--- src/rtl/nibble_add_seq_if.sv ---
`default_nettype none
// ============================================================================
//  Module      : nibble_add_seq_if
//  Description : Request/result bundle for the nibble-serial adder.
//                The master drives the request (start, a, b); the slave
//                returns status (busy, done) and the result (sum, cout).
//  Ports       : start  - request, honoured only while the sequencer is idle
//                a, b   - W-bit operands, W = 4*NIBBLES
//                busy   - nibbles are being added
//                done   - one-cycle completion pulse
//                sum    - W-bit result, (a+b) mod 2^W
//                cout   - carry out of the top nibble
//  Revision    : 1.0 - initial release
// ============================================================================
interface nibble_add_seq_if #(
  parameter int NIBBLES = 4
);
  localparam int W = 4 * NIBBLES;

  logic         start;
  logic [W-1:0] a;
  logic [W-1:0] b;
  logic         busy;
  logic         done;
  logic [W-1:0] sum;
  logic         cout;

  modport master (
    output start, a, b,
    input  busy, done, sum, cout
  );

  modport slave (
    input  start, a, b,
    output busy, done, sum, cout
  );
endinterface
`default_nettype wire

--- src/rtl/nibble_add_seq.sv ---
`default_nettype none
// ============================================================================
//  Module      : nibble_add_seq
//  Description : Wide unsigned adder built from one shared 4-bit slice.
//                Operands are captured on an accepted start, then one nibble
//                is added per clock, least-significant first, with the carry
//                chained between nibbles. A one-cycle done pulse marks the
//                final sum/cout.
//  Ports       : clk  - clock, rising edge
//                rst  - synchronous reset, active-high, wins over start
//                bus  - nibble_add_seq_if slave (start, a, b in;
//                       busy, done, sum, cout out)
//  Revision    : 1.0 - initial release
// ============================================================================
module nibble_add_seq #(
  parameter int NIBBLES = 4
) (
  input  logic                clk,
  input  logic                rst,
  nibble_add_seq_if.slave     bus
);

  localparam int W     = 4 * NIBBLES;
  // Counter needs at least one bit even when there is a single nibble.
  localparam int CNT_W = (NIBBLES > 1) ? $clog2(NIBBLES) : 1;
  localparam int IDX_W = CNT_W + 2;
  localparam logic [CNT_W-1:0] C_LAST = CNT_W'(NIBBLES - 1);

  typedef enum logic [1:0] {
    S_IDLE = 2'd0,
    S_ADD  = 2'd1,
    S_DONE = 2'd2
  } state_t;

  state_t             r_state, w_state;
  logic [W-1:0]       r_a, w_a;
  logic [W-1:0]       r_b, w_b;
  logic [CNT_W-1:0]   r_cnt, w_cnt;
  logic               r_carry, w_carry;
  logic [W-1:0]       r_sum, w_sum;
  logic               r_cout, w_cout;

  // Bit offset of the active nibble: cnt*4.
  logic [IDX_W-1:0]   w_idx;
  // Shared 4-bit slice: {carry_out, nibble_sum}.
  logic [4:0]         w_nib;

  assign w_idx = {r_cnt, 2'b00};
  assign w_nib = {1'b0, r_a[w_idx +: 4]} + {1'b0, r_b[w_idx +: 4]} + {4'd0, r_carry};

  // --------------------------------------------------------------------------
  // State and datapath registers
  // --------------------------------------------------------------------------
  always_ff @(posedge clk) begin
    if (rst) begin
      r_state <= S_IDLE;
      r_a     <= '0;
      r_b     <= '0;
      r_cnt   <= '0;
      r_carry <= 1'b0;
      r_sum   <= '0;
      r_cout  <= 1'b0;
    end else begin
      r_state <= w_state;
      r_a     <= w_a;
      r_b     <= w_b;
      r_cnt   <= w_cnt;
      r_carry <= w_carry;
      r_sum   <= w_sum;
      r_cout  <= w_cout;
    end
  end

  // --------------------------------------------------------------------------
  // Next-state and next-datapath logic
  // --------------------------------------------------------------------------
  always_comb begin
    w_state = r_state;
    w_a     = r_a;
    w_b     = r_b;
    w_cnt   = r_cnt;
    w_carry = r_carry;
    w_sum   = r_sum;
    w_cout  = r_cout;

    case (r_state)
      S_IDLE: begin
        // Without start every register holds, so the last result stays visible.
        if (bus.start) begin
          w_a     = bus.a;
          w_b     = bus.b;
          w_cnt   = '0;
          w_carry = 1'b0;
          w_sum   = '0;
          w_cout  = 1'b0;
          w_state = S_ADD;
        end
      end

      S_ADD: begin
        w_sum[w_idx +: 4] = w_nib[3:0];
        w_carry           = w_nib[4];
        if (r_cnt == C_LAST) begin
          w_cout  = w_nib[4];
          w_state = S_DONE;
        end else begin
          w_cnt = r_cnt + CNT_W'(1);
        end
      end

      S_DONE: begin
        w_state = S_IDLE;
      end

      default: begin
        w_state = S_IDLE;
      end
    endcase
  end

  // Status decoded from registered state only; no input-to-output path.
  assign bus.busy = (r_state == S_ADD);
  assign bus.done = (r_state == S_DONE);
  assign bus.sum  = r_sum;
  assign bus.cout = r_cout;

endmodule
`default_nettype wire
--- src/flat_wrapper.sv ---
// flat-port wrapper written by rule: the top's interface ports become plain ports
module nibble_add_seq_flat 
#(
  parameter int NIBBLES = 4
)
  (clk, rst, bus_start, bus_a, bus_b, bus_busy, bus_done, bus_sum, bus_cout);
  nibble_add_seq_if #(.NIBBLES(NIBBLES)) bus_i ();
  input  logic clk;
  input  logic rst;
  input wire logic [$bits(bus_i.start)-1:0] bus_start;
  input wire logic [$bits(bus_i.a)-1:0] bus_a;
  input wire logic [$bits(bus_i.b)-1:0] bus_b;
  output wire logic [$bits(bus_i.busy)-1:0] bus_busy;
  output wire logic [$bits(bus_i.done)-1:0] bus_done;
  output wire logic [$bits(bus_i.sum)-1:0] bus_sum;
  output wire logic [$bits(bus_i.cout)-1:0] bus_cout;
  assign bus_i.start = bus_start;
  assign bus_i.a = bus_a;
  assign bus_i.b = bus_b;
  assign bus_busy = bus_i.busy;
  assign bus_done = bus_i.done;
  assign bus_sum = bus_i.sum;
  assign bus_cout = bus_i.cout;
  nibble_add_seq #(.NIBBLES(NIBBLES)) u_core (.clk(clk), .rst(rst), .bus(bus_i));
endmodule
--- config.mk ---
export PLATFORM = sky130hd
export DESIGN_NAME = nibble_add_seq_flat
export DESIGN_NICKNAME = d
export VERILOG_FILES = /design/src/rtl/nibble_add_seq_if.sv /design/src/rtl/nibble_add_seq.sv /design/src/flat_wrapper.sv
export SDC_FILE = /design/constraint.sdc
export NUM_CORES = 1
export LEC_CHECK = 0
export CAP_MARGIN = 20
export CORE_MARGIN = 5
export CORE_UTILIZATION = 42
export CTS_BUF_LIST = sky130_fd_sc_hd__clkbuf_8
export DETAILED_ROUTE_END_ITERATION = 8
export GPL_TIMING_DRIVEN = 0
export HOLD_SLACK_MARGIN = 0.12
export PLACE_DENSITY = 0.66
export SLEW_MARGIN = 40
export SYNTH_ARGS = -nofsm -noshare
export SYNTH_HDL_FRONTEND = slang
export SYNTH_SLANG_ARGS = --single-unit
--- constraint.sdc ---
create_clock -name clk -period 3.5 [get_ports clk]
set_clock_uncertainty 0.05 [all_clocks]
set_input_delay 0.525 -clock clk [delete_from_list [all_inputs] [get_ports clk]]
set_output_delay 0.525 -clock clk [all_outputs]
set_load 0.05 [all_outputs]
==> results of run 1 <==
==> per-layer routing <==
metal / GRT usage (%) / vias up
li1: - / 1012
met1: 20.7 / 932
met2: 25.5 / 34
met3: 2.95 / 7
met4: 4.87 / 0
met5: 0 / -
==> flip-flops by register name, summed over array words and instances (netlist names) <==
| name | cells |
|---|---|
| u_core.r_carry | 1 |
| u_core.bus.sum | 16 |
| u_core.r_b | 16 |
| u_core.r_cnt | 2 |
| u_core.bus.cout | 1 |
| u_core.r_state | 2 |
| u_core.r_a | 16 |
==> worst min-delay path by stage <==
| stage | endpoint |
|---|---|
| after floorplan | u_core.r_a[2]$_SDFFE_PP0P_ |
| after global placement | u_core.r_a[3]$_SDFFE_PP0P_ |
| after detailed placement | u_core.r_a[12]$_SDFFE_PP0P_ |
| after CTS | u_core.r_b[5]$_SDFFE_PP0P_ |
| after global routing | u_core.r_b[5]$_SDFFE_PP0P_ |
| final | u_core.r_b[8]$_SDFFE_PP0P_ |
==> layout by cell type, fill, tap and decap left out, types with 3 or more instances in the layout <==
cell type | Yosys | routed
sky130_fd_sc_hd__nand2_2 | 30 | 30
sky130_fd_sc_hd__a22oi_1 | 13 | 13
sky130_fd_sc_hd__nor2_1 | 20 | 20
sky130_fd_sc_hd__clkdlybuf4s50_1 | 0 | 52
sky130_fd_sc_hd__a21oi_1 | 5 | 5
sky130_fd_sc_hd__mux4_2 | 8 | 8
sky130_fd_sc_hd__buf_2 | 4 | 4
sky130_fd_sc_hd__dfxtp_1 | 54 | 54
sky130_fd_sc_hd__nand2_1 | 41 | 41
sky130_fd_sc_hd__nand2b_4 | 3 | 3
sky130_fd_sc_hd__a21oi_2 | 30 | 30
sky130_fd_sc_hd__a21o_2 | 4 | 4
sky130_fd_sc_hd__clkbuf_8 | 0 | 6
sky130_fd_sc_hd__buf_12 | 4 | 4
sky130_fd_sc_hd__inv_1 | 4 | 4
sky130_fd_sc_hd__a32oi_1 | 4 | 4
sky130_fd_sc_hd__buf_1 | 3 | 3
sky130_fd_sc_hd__ha_1 | 7 | 7
==> cell families after synthesis <==
kind of cell / Yosys count
and+or+nand+nor: 107
AOI/OAI and AO/OA: 60
xor gates and xnor gates: 1
muxes: 8
buffers and inverters: 21
adders and majority gates: 9
DFF: 54
==> worst max-delay path: stages (launching register included) <==
cell and delay [ns]:
sky130_fd_sc_hd__dfxtp_1 0.48, sky130_fd_sc_hd__buf_4 0.28, sky130_fd_sc_hd__mux4_2 0.57, sky130_fd_sc_hd__fa_1 0.44
sky130_fd_sc_hd__fa_1 0.42, sky130_fd_sc_hd__xor2_1 0.42, sky130_fd_sc_hd__a22oi_1 0.16, sky130_fd_sc_hd__nor2_1 0.12
==> stage by stage <==
step | setup slack [ns] | power (mW) | cells | cell area, sq um | hold WS, ns
floorplan | 0.848 | 0.847 | 260 | 2640 | 0.383
global placement | 0.506 | 0.931 | 389 | 3260 | 0.395
detailed placement | 0.472 | 0.932 | 389 | 3260 | 0.400
CTS | 0.460 | 1.29 | 397 | 3360 | 0.415
global route | 0.358 | 1.34 | 397 | 3360 | 0.430
finish | 0.492 | 1.28 | 397 | 3360 | 0.413
==> power breakdown <==
part / total, mW / internal (mW) / leakage [nW] / switching (mW)
registers: 0.659 / 0.641 / 0.441 / 0.0176
clock network: 0.365 / 0.160 / 0.0472 / 0.206
logic: 0.257 / 0.123 / 0.739 / 0.134
total: 1.28 / 0.923 / 1.23 / 0.357
==> layout make-up <==
class	count	area, sq um	area share (%)
clock buffer	6	82.6	2.46
tap	77	96.3	2.87
multi-input combinational	185	1390	41.5
buffer	17	154	4.59
inverter	4	15.0	0.447
sequential	54	1080	32.2
clock inverter	2	12.5	0.373
timing repair buffer	52	520	15.5
==> flow_metrics.tcl, run 1 <==
set metrics [dict create \
    cts_buffer_depth 2 \
    synth.top_cell.area_share_pct 40.9 \
    synth-seq-cells 54 \
    wl_mm 5.70 \
    die-area_sq_um 7980 \
    synthSimpleGateAreaFrac_pct 22.4 \
    final-max-slew-violation-count 0 \
    path_clk_slew_ns 0.10 \
    core_area_sq_um 6240 \
    slew_headroom_pct 47.2 \
    cts_setup_buffers 0 \
    endpoints_failing_hold 0 \
    die_height_um 89.3 \
    synth_async_sr_flop_share_pct 0 \
    route.layer.met1.wl_mm 2.68 \
    worst_setup_path_start_kind "flop" \
    design.final.nets 363 \
    synth_top_cells_by_area "sky130_fd_sc_hd__dfxtp_1, sky130_fd_sc_hd__a21oi_2, sky130_fd_sc_hd__nand2_2" \
    synth_compound_area_share_pct 18.3 \
    synth.cell_area_sq_um 2640 \
    clock.fmax_mhz 332 \
    cts_repair_resize_count 0 \
    r2r.worst_path.cells 7 \
    period_minus_slack_ns 3.01 \
    floorplan.initialDensity_pct 42.4 \
    layout-drive-gt1-share_pct 31.6 \
    route.detailed.drc 0 \
    synth_cell_type_count 37 \
    timing.final.crit_share_pct 85.9 \
    overflow 0 \
    leakage_power_of_the_design_nw 1.23 \
    synth_top_family_by_area "simple AND/OR/NAND/NOR gates" \
    first_pass_grt_wire_length_mm 9.51 \
    status "complete, no violations" \
    avgRoutedWirePerCell_um 14.3 \
    worst-setup-path-type "flop to flop" \
    yosys_most_used_dff "sky130_fd_sc_hd__dfxtp_1" \
    crit_arrival_ns 3.20 \
    drt.antenna.violating_nets 0 \
    dp_hpwl_mm 4.28 \
    synthTopCellsByCount "sky130_fd_sc_hd__dfxtp_1, sky130_fd_sc_hd__nand2_1, sky130_fd_sc_hd__a21oi_2, sky130_fd_sc_hd__nand2_2, sky130_fd_sc_hd__nor2_1" \
    wl_met2_mm 2.71 \
    postSynthCellCount 260 \
    power_density_nw_per_um2 382 \
    insertedDiodeCount 0 \
    maxCapViolations 0 \
    synthXorXnorAreaFrac_pct 0.331 \
    clock_sink_count 54 \
    final.fill_count 596 \
    synth_most_common_cell "sky130_fd_sc_hd__dfxtp_1" \
    die_wd_um 89.3 \
    hold_class "flop to flop" \
    min_path_cells 2 \
    tightest_pin_transition_ns 0.791 \
    timing.rr.end "u_core.bus.sum[10]$_SDFFE_PP0P_" \
    number_of_synthesized_flops_with_an_enable_pin 0 \
    timing.critical_path.required_ns 3.70 \
    post_cts_hold_buffer_count 0 \
    ctsHtreeMaxLevel 2 \
    boundaryPins 54 \
    global_route.usage.total_pct 15.5 \
    dr_total_vias 1985 \
    cts-root-buf "sky130_fd_sc_hd__clkbuf_8" \
    cp-startpoint "u_core.r_cnt[0]$_SDFFE_PP0P_" \
    r2r_slack_ns 0.49 \
    drt_iter0_markers 74 \
    clk-insertion-delay-late_ns 0.31 \
    synth.mux.area_fraction_pct 6.81 \
    syn_area_per_cell_sq_um 10.2 \
    setup_repair_after_global_routing_missed_its_margin "no" \
    grt_max_degree 17 \
    cp-endpoint "u_core.bus.sum[10]$_SDFFE_PP0P_" \
    timing.critical_path.fanout_max 10 \
    synth_seq_area_share_pct 40.9 \
    topRoutingLayerUsed "met4" \
    worstReg2RegStart "u_core.r_cnt[0]$_SDFFE_PP0P_" \
    cts_buffers 5 \
    syn_nets 304 \
    yosysWarnings 0 \
    met3WireLength_um 235 \
    setup_violations 0 \
    finalWeightedCongestion 0.803 \
    buffer_ports.inserted 52 \
    endpoint_kind "flop" \
    drtPass1Iterations 4 \
    worst_vdd_rail_ir_drop_mv 0.215 \
    final.setup.tns_ns 0 \
    layout-area-overhead-vs-synth_pct 26.9 \
    hold_path.startpoint "u_core.r_b[8]$_SDFFE_PP0P_" \
    post-synth-top-area-cell "sky130_fd_sc_hd__dfxtp_1" \
    antenna_found_initial 0 \
    fp-row-count 29 \
    cts_tree "built" \
    via_per_inst 5.00 \
    post-route-util_pct 53.8 \
    grt_pass1_vias 2000 \
    share_of_synthesized_cell_area_in_full_adder_half_adder_and_majority_cells_pct 4.83 \
]
Note: power is estimated with default switching activity, not from simulation.
==> inputs of run 2 (changes only) <==
--- a/config.mk
+++ b/config.mk
@@ -10,7 +10,7 @@
 export CORE_UTILIZATION = 42
 export CTS_BUF_LIST = sky130_fd_sc_hd__clkbuf_8
 export DETAILED_ROUTE_END_ITERATION = 8
-export GPL_TIMING_DRIVEN = 0
+export GPL_ROUTABILITY_DRIVEN = 0
 export HOLD_SLACK_MARGIN = 0.12
 export PLACE_DENSITY = 0.66
 export SLEW_MARGIN = 40
==> run 2 against run 1 <==
  * Clock power hardly changed
  * Worst hold slack lost 0.0051 ns
  * Sequential share of layout area rose by 1.2 points
  * Wire length is 3.8% lower
  * Fmax increased by 17%
  * Die area stayed put
  * Sequential power hardly changed
  * Cell area shrank 3.5%
  * Register-to-register slack gained 0.44 ns
  * Utilization is 1.9 points lower
  * Worst setup slack improved by 0.44 ns
  * Clock-buffer cell count unchanged
==> flow_metrics.tcl, run 2 (synthesis gave the netlist of run 1 again) <==
set metrics [dict create \
    final.fill_count 589 \
    grt_pass1_vias 1934 \
    clock_sink_count 54 \
    final.setup.tns_ns 0 \
    ff_latch_area_sq_um 1080 \
    netSwitchingPower_mw 0.350 \
    switching_share_pct 27.8 \
    via_per_inst 5.00 \
    globalRouteMet3Util_pct 3.32 \
    route.detailed.drc 0 \
    worstReg2RegStart "u_core.r_cnt[0]$_SDFFE_PP0P_" \
    antenna_found_initial 0 \
    drt_iter0_markers 104 \
    first_pass_grt_wire_length_mm 9.17 \
    hold_path.startpoint "u_core.r_a[2]$_SDFFE_PP0P_" \
    p_int_mw 0.908 \
    r2r_slack_ns 0.94 \
    power_frac_comb_pct 18.4 \
    power_mw 1.26 \
    leakage_power_of_the_design_nw 1.17 \
    cts_setup_buffers 0 \
    wl_mm 5.48 \
    worst_setup_path_start_kind "flop" \
    layout-drive-gt1-share_pct 30.2 \
    setup_repair_after_global_routing_missed_its_margin "no" \
    dp_hpwl_mm 4.04 \
    global_route.peak_usage_layer "met2" \
    timing.final.crit_share_pct 73.3 \
    crit_arrival_ns 2.69 \
    worst_vdd_rail_ir_drop_mv 0.221 \
    endpoints_failing_hold 0 \
    drtPass1Iterations 4 \
    dr_total_vias 1924 \
    r2r.worst_path.cells 8 \
    layout.cells.most_common_list "sky130_fd_sc_hd__dfxtp_1, sky130_fd_sc_hd__clkdlybuf4s50_1, sky130_fd_sc_hd__nand2_1" \
    worst-setup-path-type "flop to flop" \
    timing.rr.end "u_core.r_carry$_SDFFE_PP0P_" \
    ctsHtreeMaxLevel 2 \
    multiInputGateArea_sq_um 1390 \
    cts_repair_resize_count 0 \
    overflow 0 \
    hold_class "flop to flop" \
    core_area_sq_um 6240 \
    avgRoutedWirePerCell_um 14.2 \
    maxCapViolations 0 \
    boundaryPins 54 \
    min_path_cells 2 \
    globalRouteMet2Util_pct 25.1 \
    globalRouteMet1Util_pct 19.0 \
    path_clk_slew_ns 0.10 \
    clk-insertion-delay-late_ns 0.31 \
    fp-row-count 29 \
    period_minus_slack_ns 2.56 \
    cts-root-buf "sky130_fd_sc_hd__clkbuf_8" \
    clock.fmax_mhz 390 \
    hold_path_end "u_core.r_a[2]$_SDFFE_PP0P_" \
    slew_headroom_pct 48.1 \
    layout-area-overhead-vs-synth_pct 22.4 \
    floorplan.initialDensity_pct 42.4 \
    grt_max_degree 37 \
    post_cts_hold_buffer_count 0 \
    cts_buffer_depth 2 \
    power_density_nw_per_um2 389 \
    tightest_pin_transition_ns 0.778 \
    global_route.usage.total_pct 15.0 \
    seq_power_share_pct 52.5 \
    cts_buffers 5 \
    die_height_um 89.3 \
    insertedDiodeCount 0 \
    drt.antenna.violating_nets 0 \
    cts_tree "built" \
    timing.critical_path.required_ns 3.62 \
    power_frac_clock_pct 29.0 \
    design.final.nets 351 \
    final-max-slew-violation-count 0 \
    mostFrequentLayoutCell "sky130_fd_sc_hd__dfxtp_1" \
    die_wd_um 89.3 \
    die-area_sq_um 7980 \
    status "complete, no violations" \
    buffer_ports.inserted 53 \
    timing.critical_path.fanout_max 14 \
    endpoint_kind "flop" \
    setup_violations 0 \
]
[run 2: cell types whose count changed in the layout (fill, tap and decap cells not counted)]
cell                         delta
sky130_fd_sc_hd__buf_12         -4
sky130_fd_sc_hd__buf_1          -3
sky130_fd_sc_hd__buf_2          -3
sky130_fd_sc_hd__buf_4          +3
sky130_fd_sc_hd__buf_6          -2
sky130_fd_sc_hd__clkbuf_1       -2
sky130_fd_sc_hd__clkbuf_2       -1
sky130_fd_sc_hd__clkinv_2       -1
sky130_fd_sc_hd__clkinvlp_4     -1
sky130_fd_sc_hd__inv_1          +1
sky130_fd_sc_hd__inv_6          +1
[run 2: worst max-delay path by stage]
stage                                         to  slack (ns)  cells after the start                    startpoint
floorplan            u_core.r_carry$_SDFFE_PP0P_        0.85                      8  u_core.r_cnt[0]$_SDFFE_PP0P_
finish               u_core.r_carry$_SDFFE_PP0P_        0.94                      8  u_core.r_cnt[0]$_SDFFE_PP0P_
global route        u_core.bus.cout$_SDFFE_PP0P_        0.76                      8  u_core.r_cnt[1]$_SDFFE_PP0P_
global placement     u_core.r_carry$_SDFFE_PP0P_        1.02                      8  u_core.r_cnt[0]$_SDFFE_PP0P_
CTS                  u_core.r_carry$_SDFFE_PP0P_        0.93                      8  u_core.r_cnt[1]$_SDFFE_PP0P_
detailed placement   u_core.r_carry$_SDFFE_PP0P_        0.93                      8  u_core.r_cnt[0]$_SDFFE_PP0P_
[run 2: worst max-delay path: stages, from the launching register on]
cell and delay (ns):
sky130_fd_sc_hd__dfxtp_1 0.36, sky130_fd_sc_hd__buf_4 0.25, sky130_fd_sc_hd__mux4_2 0.35, sky130_fd_sc_hd__fa_1 0.41, sky130_fd_sc_hd__fa_1 0.41, sky130_fd_sc_hd__a21oi_1 0.18, sky130_fd_sc_hd__nor2b_1 0.06, sky130_fd_sc_hd__o21ai_0 0.26
sky130_fd_sc_hd__a21oi_1 0.10
[run 2: stage by stage]
stage / setup WS [ns] / util (%) / std cells / hold slack (ns) / cell area [sq um]
detailed placement: 0.930 / 50.3 / 377 / 0.397 / 3140
global placement: 1.02 / 50.3 / 377 / 0.391 / 3140
CTS: 0.926 / 51.9 / 385 / 0.412 / 3240
global route: 0.765 / 51.9 / 385 / 0.437 / 3240
floorplan: 0.848 / - / 260 / 0.383 / 2640
finish: 0.935 / 51.9 / 385 / 0.408 / 3240
[run 2: layout make-up]
cell class	instances	share of cell area, %
clock buffer	6	2.55
clock inverter	2	0.387
inverter	4	0.464
multi-input combinational	185	43.1
sequential	54	33.4
tap	77	2.98
timing repair buffer	57	17.2
[run 2: power groups by stage]
stage	Combinational (mW)	Clock, mW	Sequential (mW)
floorplan	0.171	0	0.675
global placement	0.231	0	0.676
detailed placement	0.234	0	0.676
CTS	0.235	0.378	0.662
global route	0.254	0.407	0.666
finish	0.232	0.365	0.661
[run 2: routing by layer]
layer | up-vias | share of wire (%)
li1 | 984 | -
met1 | 890 | 44
met2 | 43 | 50
met3 | 7 | 4.3
met4 | 0 | 1.8
met5 | - | 0
